File: src/rtl/capture_pkg.sv
// capture_pkg: shared types and constants for the capture pulse-train generator.
package capture_pkg;

    // Controller states of the pulse-train sequencer
    typedef enum logic [1:0] {
        ST_IDLE  = 2'd0,
        ST_PULSE = 2'd1,
        ST_GAP   = 2'd2,
        ST_DONE  = 2'd3
    } state_t;

    // Largest supported number of idle cycles between pulses
    localparam int GAP_MAX = 15;

    // Width of the inter-pulse gap down-counter (holds 0..GAP_MAX)
    localparam int GAP_CNT_W = 4;

endpackage

File: src/rtl/capture_gen_gap_timer.sv
// gap_timer: loadable down-counter that times the idle gap between capture pulses.
// A load sets the count; expire is high in the last cycle of the gap.
module gap_timer
    import capture_pkg::*;
(
    input  logic                 clock,
    input  logic                 rst_n,
    input  logic                 load,
    input  logic [GAP_CNT_W-1:0] load_val,
    output logic                 expire
);

    logic [GAP_CNT_W-1:0] cnt;

    // Load the gap length, otherwise count down to zero and stop there
    always_ff @(posedge clock or negedge rst_n) begin
        if (!rst_n) begin
            cnt <= '0;
        end else if (load) begin
            cnt <= load_val;
        end else if (cnt != '0) begin
            cnt <= cnt - GAP_CNT_W'(1);
        end
    end

    // The first gap cycle sees cnt == GAP, so cnt == 1 marks the final one
    assign expire = (cnt == GAP_CNT_W'(1));

endmodule

File: src/rtl/capture_gen.sv
// capture_gen: emits a train of single-cycle capture pulses separated by GAP idle
// cycles, followed by a one-cycle done pulse. All outputs are registered.
// Optional feature: define CAPTURE_GEN_ABORT_EN to add the abort input, which
// cuts a running train short and jumps to the done cycle.
module capture_gen
    import capture_pkg::*;
#(
    parameter int WIDTH = 2,
    parameter int GAP   = 1
) (
    input  logic             clock,
    input  logic             rst_n,
    input  logic             start,
    input  logic [WIDTH-1:0] count,
`ifdef CAPTURE_GEN_ABORT_EN
    input  logic             abort,
`endif
    output logic             ready,
    output logic             capture,
    output logic             busy,
    output logic             done,
    output logic [WIDTH-1:0] remaining
);

    localparam logic [GAP_CNT_W-1:0] GAP_LOAD = GAP_CNT_W'(GAP);

    if (GAP < 0 || GAP > GAP_MAX) begin : g_gap_range
        $error("capture_gen: GAP must be within 0..15");
    end

    state_t state;
    logic   abort_hit;
    logic   last_pulse;
    logic   gap_load;
    logic   gap_expire;

`ifdef CAPTURE_GEN_ABORT_EN
    // Abort only matters while a train is running
    assign abort_hit = abort && ((state == ST_PULSE) || (state == ST_GAP));
`else
    assign abort_hit = 1'b0;
`endif

    // The pulse being emitted now is the final one of the train
    assign last_pulse = (remaining == WIDTH'(1));

    // Arm the gap timer as a non-final pulse hands over to the gap state
    assign gap_load = (state == ST_PULSE) && !last_pulse && !abort_hit && (GAP != 0);

    gap_timer u_gap_timer (
        .clock    (clock),
        .rst_n    (rst_n),
        .load     (gap_load),
        .load_val (GAP_LOAD),
        .expire   (gap_expire)
    );

    // Sequencer: state and every output are registered together
    always_ff @(posedge clock or negedge rst_n) begin
        if (!rst_n) begin
            state     <= ST_IDLE;
            ready     <= 1'b0;
            capture   <= 1'b0;
            busy      <= 1'b0;
            done      <= 1'b0;
            remaining <= '0;
        end else begin
            capture <= 1'b0;
            done    <= 1'b0;
            case (state)
                ST_IDLE: begin
                    ready <= 1'b1;
                    busy  <= 1'b0;
                    if (ready && start) begin
                        remaining <= count;
                        ready     <= 1'b0;
                        if (count != '0) begin
                            state   <= ST_PULSE;
                            capture <= 1'b1;
                            busy    <= 1'b1;
                        end else begin
                            state <= ST_DONE;
                            done  <= 1'b1;
                        end
                    end
                end
                ST_PULSE: begin
                    if (remaining != '0) begin
                        remaining <= remaining - WIDTH'(1);
                    end
                    if (abort_hit) begin
                        state     <= ST_DONE;
                        done      <= 1'b1;
                        busy      <= 1'b0;
                        remaining <= '0;
                    end else if (last_pulse) begin
                        state <= ST_DONE;
                        done  <= 1'b1;
                        busy  <= 1'b0;
                    end else if (GAP != 0) begin
                        state <= ST_GAP;
                        busy  <= 1'b1;
                    end else begin
                        state   <= ST_PULSE;
                        capture <= 1'b1;
                        busy    <= 1'b1;
                    end
                end
                ST_GAP: begin
                    if (abort_hit) begin
                        state     <= ST_DONE;
                        done      <= 1'b1;
                        busy      <= 1'b0;
                        remaining <= '0;
                    end else if (gap_expire) begin
                        state   <= ST_PULSE;
                        capture <= 1'b1;
                        busy    <= 1'b1;
                    end
                end
                ST_DONE: begin
                    state <= ST_IDLE;
                    ready <= 1'b1;
                    busy  <= 1'b0;
                end
                default: begin
                    state <= ST_IDLE;
                    ready <= 1'b0;
                    busy  <= 1'b0;
                end
            endcase
        end
    end

endmodule
File: config.mk
export PLATFORM = sky130hd
export DESIGN_NAME = capture_gen
export DESIGN_NICKNAME = d
export VERILOG_FILES = /design/src/rtl/capture_pkg.sv /design/src/rtl/capture_gen_gap_timer.sv /design/src/rtl/capture_gen.sv
export SDC_FILE = /design/constraint.sdc
export NUM_CORES = 1
export LEC_CHECK = 0
export CAP_MARGIN = 20
export CORE_MARGIN = 2
export CORE_UTILIZATION = 35
export DETAILED_ROUTE_END_ITERATION = 6
export PLACE_DENSITY_LB_ADDON = 0.2
export SLEW_MARGIN = 0
export SYNTH_ARGS = -nofsm -noshare
export SYNTH_HDL_FRONTEND = slang
export SYNTH_SLANG_ARGS = --single-unit
File: constraint.sdc
create_clock -name clock -period 2.4 [get_ports clock]
set_clock_uncertainty 0.2 [all_clocks]
set_input_delay 0.6 -clock clock [delete_from_list [all_inputs] [get_ports clock]]
set_output_delay 0.6 -clock clock [all_outputs]
set_load 0.02 [all_outputs]
# After elaboration in Yosys (flattened, before gate mapping)
# Index checks and enable logic that the tools add are counted.
dict set report word_totals {
  register_bits 12
  inputBits 5
  output_inout_bits 6
  elab_cells 52
}
dict set report op_classes {
  add_sub_neg 2
  n_eq_ne 8
  n_mux 23
  reduce_logical 12
}
# cell count
set op_table {}
lappend op_table {{$mux W1} 10}
lappend op_table {{$mux W2} 5}
lappend op_table {{$reduce_bool A2 Y1} 5}
lappend op_table {{$mux W4} 2}
lappend op_table {{$pmux W2 S4} 1}
lappend op_table {{$pmux W1 S2} 3}
lappend op_table {{$eq A2 B1 Y1 const B} 2}
lappend op_table {{$eq A2 B2 Y1 const B} 2}
lappend op_table {{$eq A4 B1 Y1 const B} 1}
lappend op_table {{$ne A2 B2 Y1 const B} 2}
lappend op_table {{$pmux W1 S4} 1}
lappend op_table {{$pmux W2 S2} 1}
lappend op_table {{$reduce_bool A4 Y1} 1}
lappend op_table {{$sub A4 B1 Y4 const B} 1}
lappend op_table {{$reduce_and A3 Y1} 1}
lappend op_table {{$logic_and A1 B1 Y1} 2}
lappend op_table {{$logic_not A2 Y1} 1}
lappend op_table {{$ne A2 B1 Y1 const B} 1}
lappend op_table {{$reduce_and A2 Y1} 1}
lappend op_table {{$sub A2 B1 Y2 const B} 1}
lappend op_table {{$logic_not A1 Y1} 1}

# Longest topological paths before layout
dict set report logic_depth {
  ltp_word 4
  mapped_depth 5
  ltp_nobuf 5
}

# Modules after synthesis
# From an unflattened synthesis, not the netlist that was laid out.
dict set report hier_totals {
  cells_unflattened 77
  hier_area_um2 803.3
}
# module instances cells_per_inst area_per_inst_um2 seq_area_each_um2
set by_module_without_submodules {}
lappend by_module_without_submodules {capture_gen 1 53 538.0 200.2}
lappend by_module_without_submodules {gap_timer 1 24 265.3 100.1}

# Least setup slack after synthesis
# Ideal clock, no wire load.
dict set report synth_path {
  path_kind {reg-to-reg}
  start {register state[1]}
  end {register busy}
  setup_ps 120
  t_arrival_ps 1357
  required_time_ps 2080
  setup_slack_ps 723
  stages_incl_launch_ff 6
  n_path_buf 0
  synth_period_minus_slack_ps 1677
  path_cell_list {dfrtp_1 -> inv_1 -> ha_1 -> nor2b_1 -> or3_1 -> a31o_1}
}
dict set report synth_via {
  elab_chain_len 2
  elab_cells_between_ends 6
  classes_between {eq/ne (4); mux (1); reduce/logical (1)}
}
# element line_no
set synth_lines {}
lappend synth_lines {{start, declared} capture_gen.sv:31} ;# state_t state;
lappend synth_lines {{start signal, assigned} capture_gen.sv:61} ;# state <= ST_IDLE;
lappend synth_lines {{start signal, assigned} capture_gen.sv:78} ;# state <= ST_PULSE;
lappend synth_lines {{start signal, assigned} capture_gen.sv:82} ;# state <= ST_DONE;
lappend synth_lines {{$eq A2 B2 Y1, or another cell as far along} capture_gen.sv:70} ;# case (state)
lappend synth_lines {{$pmux W1 S4 or $ne A2 B2 Y1 (tied branches)} --}
lappend synth_lines {{end signal, assigned} capture_gen.sv:64} ;# busy <= 1'b0;
lappend synth_lines {{end signal, assigned} capture_gen.sv:73} ;# busy <= 1'b0;
lappend synth_lines {{end signal, assigned} capture_gen.sv:80} ;# busy <= 1'b1;
lappend synth_lines {{end, declared} capture_gen.sv:20} ;# output logic busy,
# Parallel ways exist; a longest one is shown, timed or not.
# A chain may end at the register's enable or synchronous reset.

# Worst setup path in the final report
dict set report layout_path {
  start {register ready}
  end {output ready}
}
# element line_no
set layout_lines {}
lappend layout_lines {{start, declared} capture_gen.sv:18} ;# output logic ready,
lappend layout_lines {{start signal, assigned} capture_gen.sv:62} ;# ready <= 1'b0;
lappend layout_lines {{start signal, assigned} capture_gen.sv:72} ;# ready <= 1'b1;
lappend layout_lines {{start signal, assigned} capture_gen.sv:76} ;# ready <= 1'b0;
# No word-level cell between the ends.

==> results by group <==
Outcome
  • Status: finished clean

STA
  • RSZ-0062 raised after global routing: no
  • Final setup viols: 0
  • Final worst slack: 0.3197 ns
  • Final hold vios: 0
  • Max-slew violations: 0
  • Fin crit period: 2.080 ns
  • Max Freq: 480.7 MHz
  • Relative slew slack: 62.60%
  • Fin crit share: 86.68%
  • TNS Setup: 0 ns
  • Measured slew at the worst slew-check pin: 0.5592 ns

Clock network
  • Hold-fix buffers, CTS: 0
  • CTS sink count: 12
  • CTS root buf: clkbuf_4
  • CTS clk-pin slew, worst paths: approximately 0.080 ns
  • Worst-Skew Late Latency: about 0.27 ns
  • CTS buffer count: 3
  • CTS H-Tree Depth: 1
  • CTS tree: built
  • CTS max path bufs: 2
  • Resized cells post-CTS: 0
  • Post-CTS setup buffer count: 0

Detailed routing
  • DRC Markers: 0
  • Met1 WL: 641 um
  • Met2 wire len: 696 um
  • Vias per cell: roughly 4.9
  • WL met3: 29 um
  • Total Wirelength: 1378 um
  • Detail Route Antenna Nets: 0
  • Wire per inst: between 10 and 15 um
  • Via count: approximately 570
  • Initial DRC Count: 1
  • DR top layer: met4
  • First drt pass iteration count: 4

Place
  • Inst Count DP: approximately 110
  • Port Buffers: 10
  • GP Congestion: 0.7476
  • Dpl ws: 0.4090 ns
  • Detail Placement HPWL: around 1100 um

Synth
  • Post-synth top area cell: dfrtp_1
  • Distinct cells, synth: 27
  • Ranking of synthesized cells by area: dfrtp_1, ha_1, mux2i_1
  • Share of the synthesized area in the top cell type: 38.71%
  • Post-synth EDFFs: 0
  • Synth Instances: 74
  • Top FF cell, synth: dfrtp_1
  • Warnings from Yosys: 0
  • Synthesized Nets: 90
  • Post-synth ARST share: 100.0%
  • Synthesized area: 775.7 um2
  • Syn_area_per_cell: around 10 um2
  • Register area share after synthesis: 38.71%
  • Synth Register Bits: 12

Setup path
  • CP Data Required Time: 1.60 ns
  • Worst path arrival time: 1.28 ns
  • Critical Path Sink Type: output port
  • Slowest stage delay, CP: 0.62 ns
  • WS Path Type: reg2out
  • Startpoint type of the worst setup path: flop
  • Critical-path cell list: clkdlybuf4s50_1
  • Crit path max fanout: 4
  • WP buf/inv: 1
  • Slowest CP cell: clkdlybuf4s50_1
  • Cell family with most CP delay: buffers and inverters

Worst hold path
  • Min-Delay Path Class: reg2reg

Floorplan
  • Die area: 0.002609 mm2
  • Core ar.: 0.002148 mm2
  • Die height: between 50 and 60 um
  • IO Pins: 11
  • Die width: 51.08 um
  • Initial Util: 36.11%
  • Row count: 17

Power and ir drop
  • Comb power frac: 3.9%
  • Worst vdd ir: approximately 260 uV
  • Sequential share of power: a little over half
  • Sw Share: approximately a fifth
  • Switching pwr: 79.16 uW
  • Pint: 300.6 uW
  • Power Density: 401.0 mW/mm2
  • Leak: 0.0004563 uW
  • Power share of the clock group: 42.9%

GRT
  • All-Layer GR Usage: 12.90%
  • First-pass GRT wire length: 2532 um
  • Antenna violations before repair: 0
  • Pin count of the biggest net entering global routing: 13
  • Overflow after GRT: 0
  • Vias in the first global route: 580

Layout
  • N_diodes: 0
  • Area grow syn2layout: 22.10%
  • Final non-filler cell total: 116
  • Final net count: 105
  • Fraction of layout cells with a size suffix above 1: 10.23%

Run
  • Max-cap viol count: 0
[routing by layer]
layer / up-vias / global-route usage [%]
li1: 283 / -
met1: 279 / 17.06
met2: 5 / 20.35
met3: 2 / 2.047
met4: 0 / 6.306
met5: - / 0
[placed cells by master, fill, tap and decap left out, types with 2 or more instances in the layout]
cell type	n
nand2b_1	4
ha_1	11
nor2_1	5
nand2_1	5
clkdlybuf4s50_1	10
a21oi_1	2
dfrtp_1	12
o21ai_0	3
clkbuf_4	3
mux2i_1	5
inv_1	8
nor3_1	2
[cell type report]
cell class / count / area (um2)
multi-input cells: 54 / 445.4
inverters: 8 / 30.03
flip-flops and latches: 12 / 300.3
well taps: 28 / 35.03
repair buffers: 10 / 100.1
fillers: 207 / 1201
clock buffers: 4 / 36.28
[power by group through the flow]
| stage | Sequential, uW | Clock (uW) | Combinational (uW) |
|---|---|---|---|
| 2_1_floorplan | 206 | 0 | 2.89 |
| 3_3_place_gp | 206 | 0 | 15.3 |
| 3_5_place_dp | 206 | 0 | 15.4 |
| 4_1_cts | 202 | 167 | 15.4 |
| 5_1_grt | 202 | 175 | 17.1 |
| 6_report | 202 | 163 | 14.8 |
[cells in the mapped netlist (2+ instances only)]
cell type and count:
nand2b_1 4, mux2i_1 5, dfrtp_1 12, a21oi_1 2
nor3_1 2, inv_1 8, nor2_1 5, ha_1 11
nand2_1 5, o21ai_0 3
[per-stage QoR]
step | util, % | cell area [um2] | hold slack [ns] | power (uW)
2_1_floorplan | - | 775.7 | 0.1044 | 209.0
3_3_place_gp | 42.40 | 910.9 | 0.3373 | 221.3
3_5_place_dp | 42.40 | 910.9 | 0.3464 | 221.4
4_1_cts | 44.09 | 947.2 | 0.3619 | 384.2
5_1_grt | 44.09 | 947.2 | 0.4006 | 394.4
6_report | 44.09 | 947.2 | 0.3587 | 379.8
[flip-flops by register name, summed over array words and instances, names as in the netlist]
register         count
ready                1
busy                 1
done                 1
remaining            2
u_gap_timer.cnt      4
capture              1
state                2
[logic make-up after synthesis]
| group | after synthesis | synth area share (%) |
|---|---|---|
| AND/OR/NAND/NOR | 24 | 16.94 |
| AO/OA/AOI/OAI | 13 | 15.16 |
| flip-flops | 12 | 38.71 |
| adder cells (fa/ha/maj) | 11 | 17.74 |
| buffers and inverters | 8 | 3.871 |
| multiplexers | 5 | 6.452 |
| XOR/XNOR | 1 | 1.129 |
[final timing paths]
path,slack (ns),startpoint,to,cells after the start
setup reg to reg,0.57,state[1]$_DFFE_PN0P_,busy$_DFFE_PN0P_,5
min in group asynchronous,0.48,rst_n,u_gap_timer.cnt[3]$_DFFE_PN0P_,1
hold reg to reg,0.36,ready$_DFFE_PN0P_,ready$_DFFE_PN0P_,2
setup / recovery,0.32,ready$_DFFE_PN0P_,ready,1
hold / removal,0.36,ready$_DFFE_PN0P_,ready$_DFFE_PN0P_,2
max in group asynchronous,1.15,rst_n,remaining[0]$_DFFE_PN0P_,1
(Power assumes the default switching activity.)
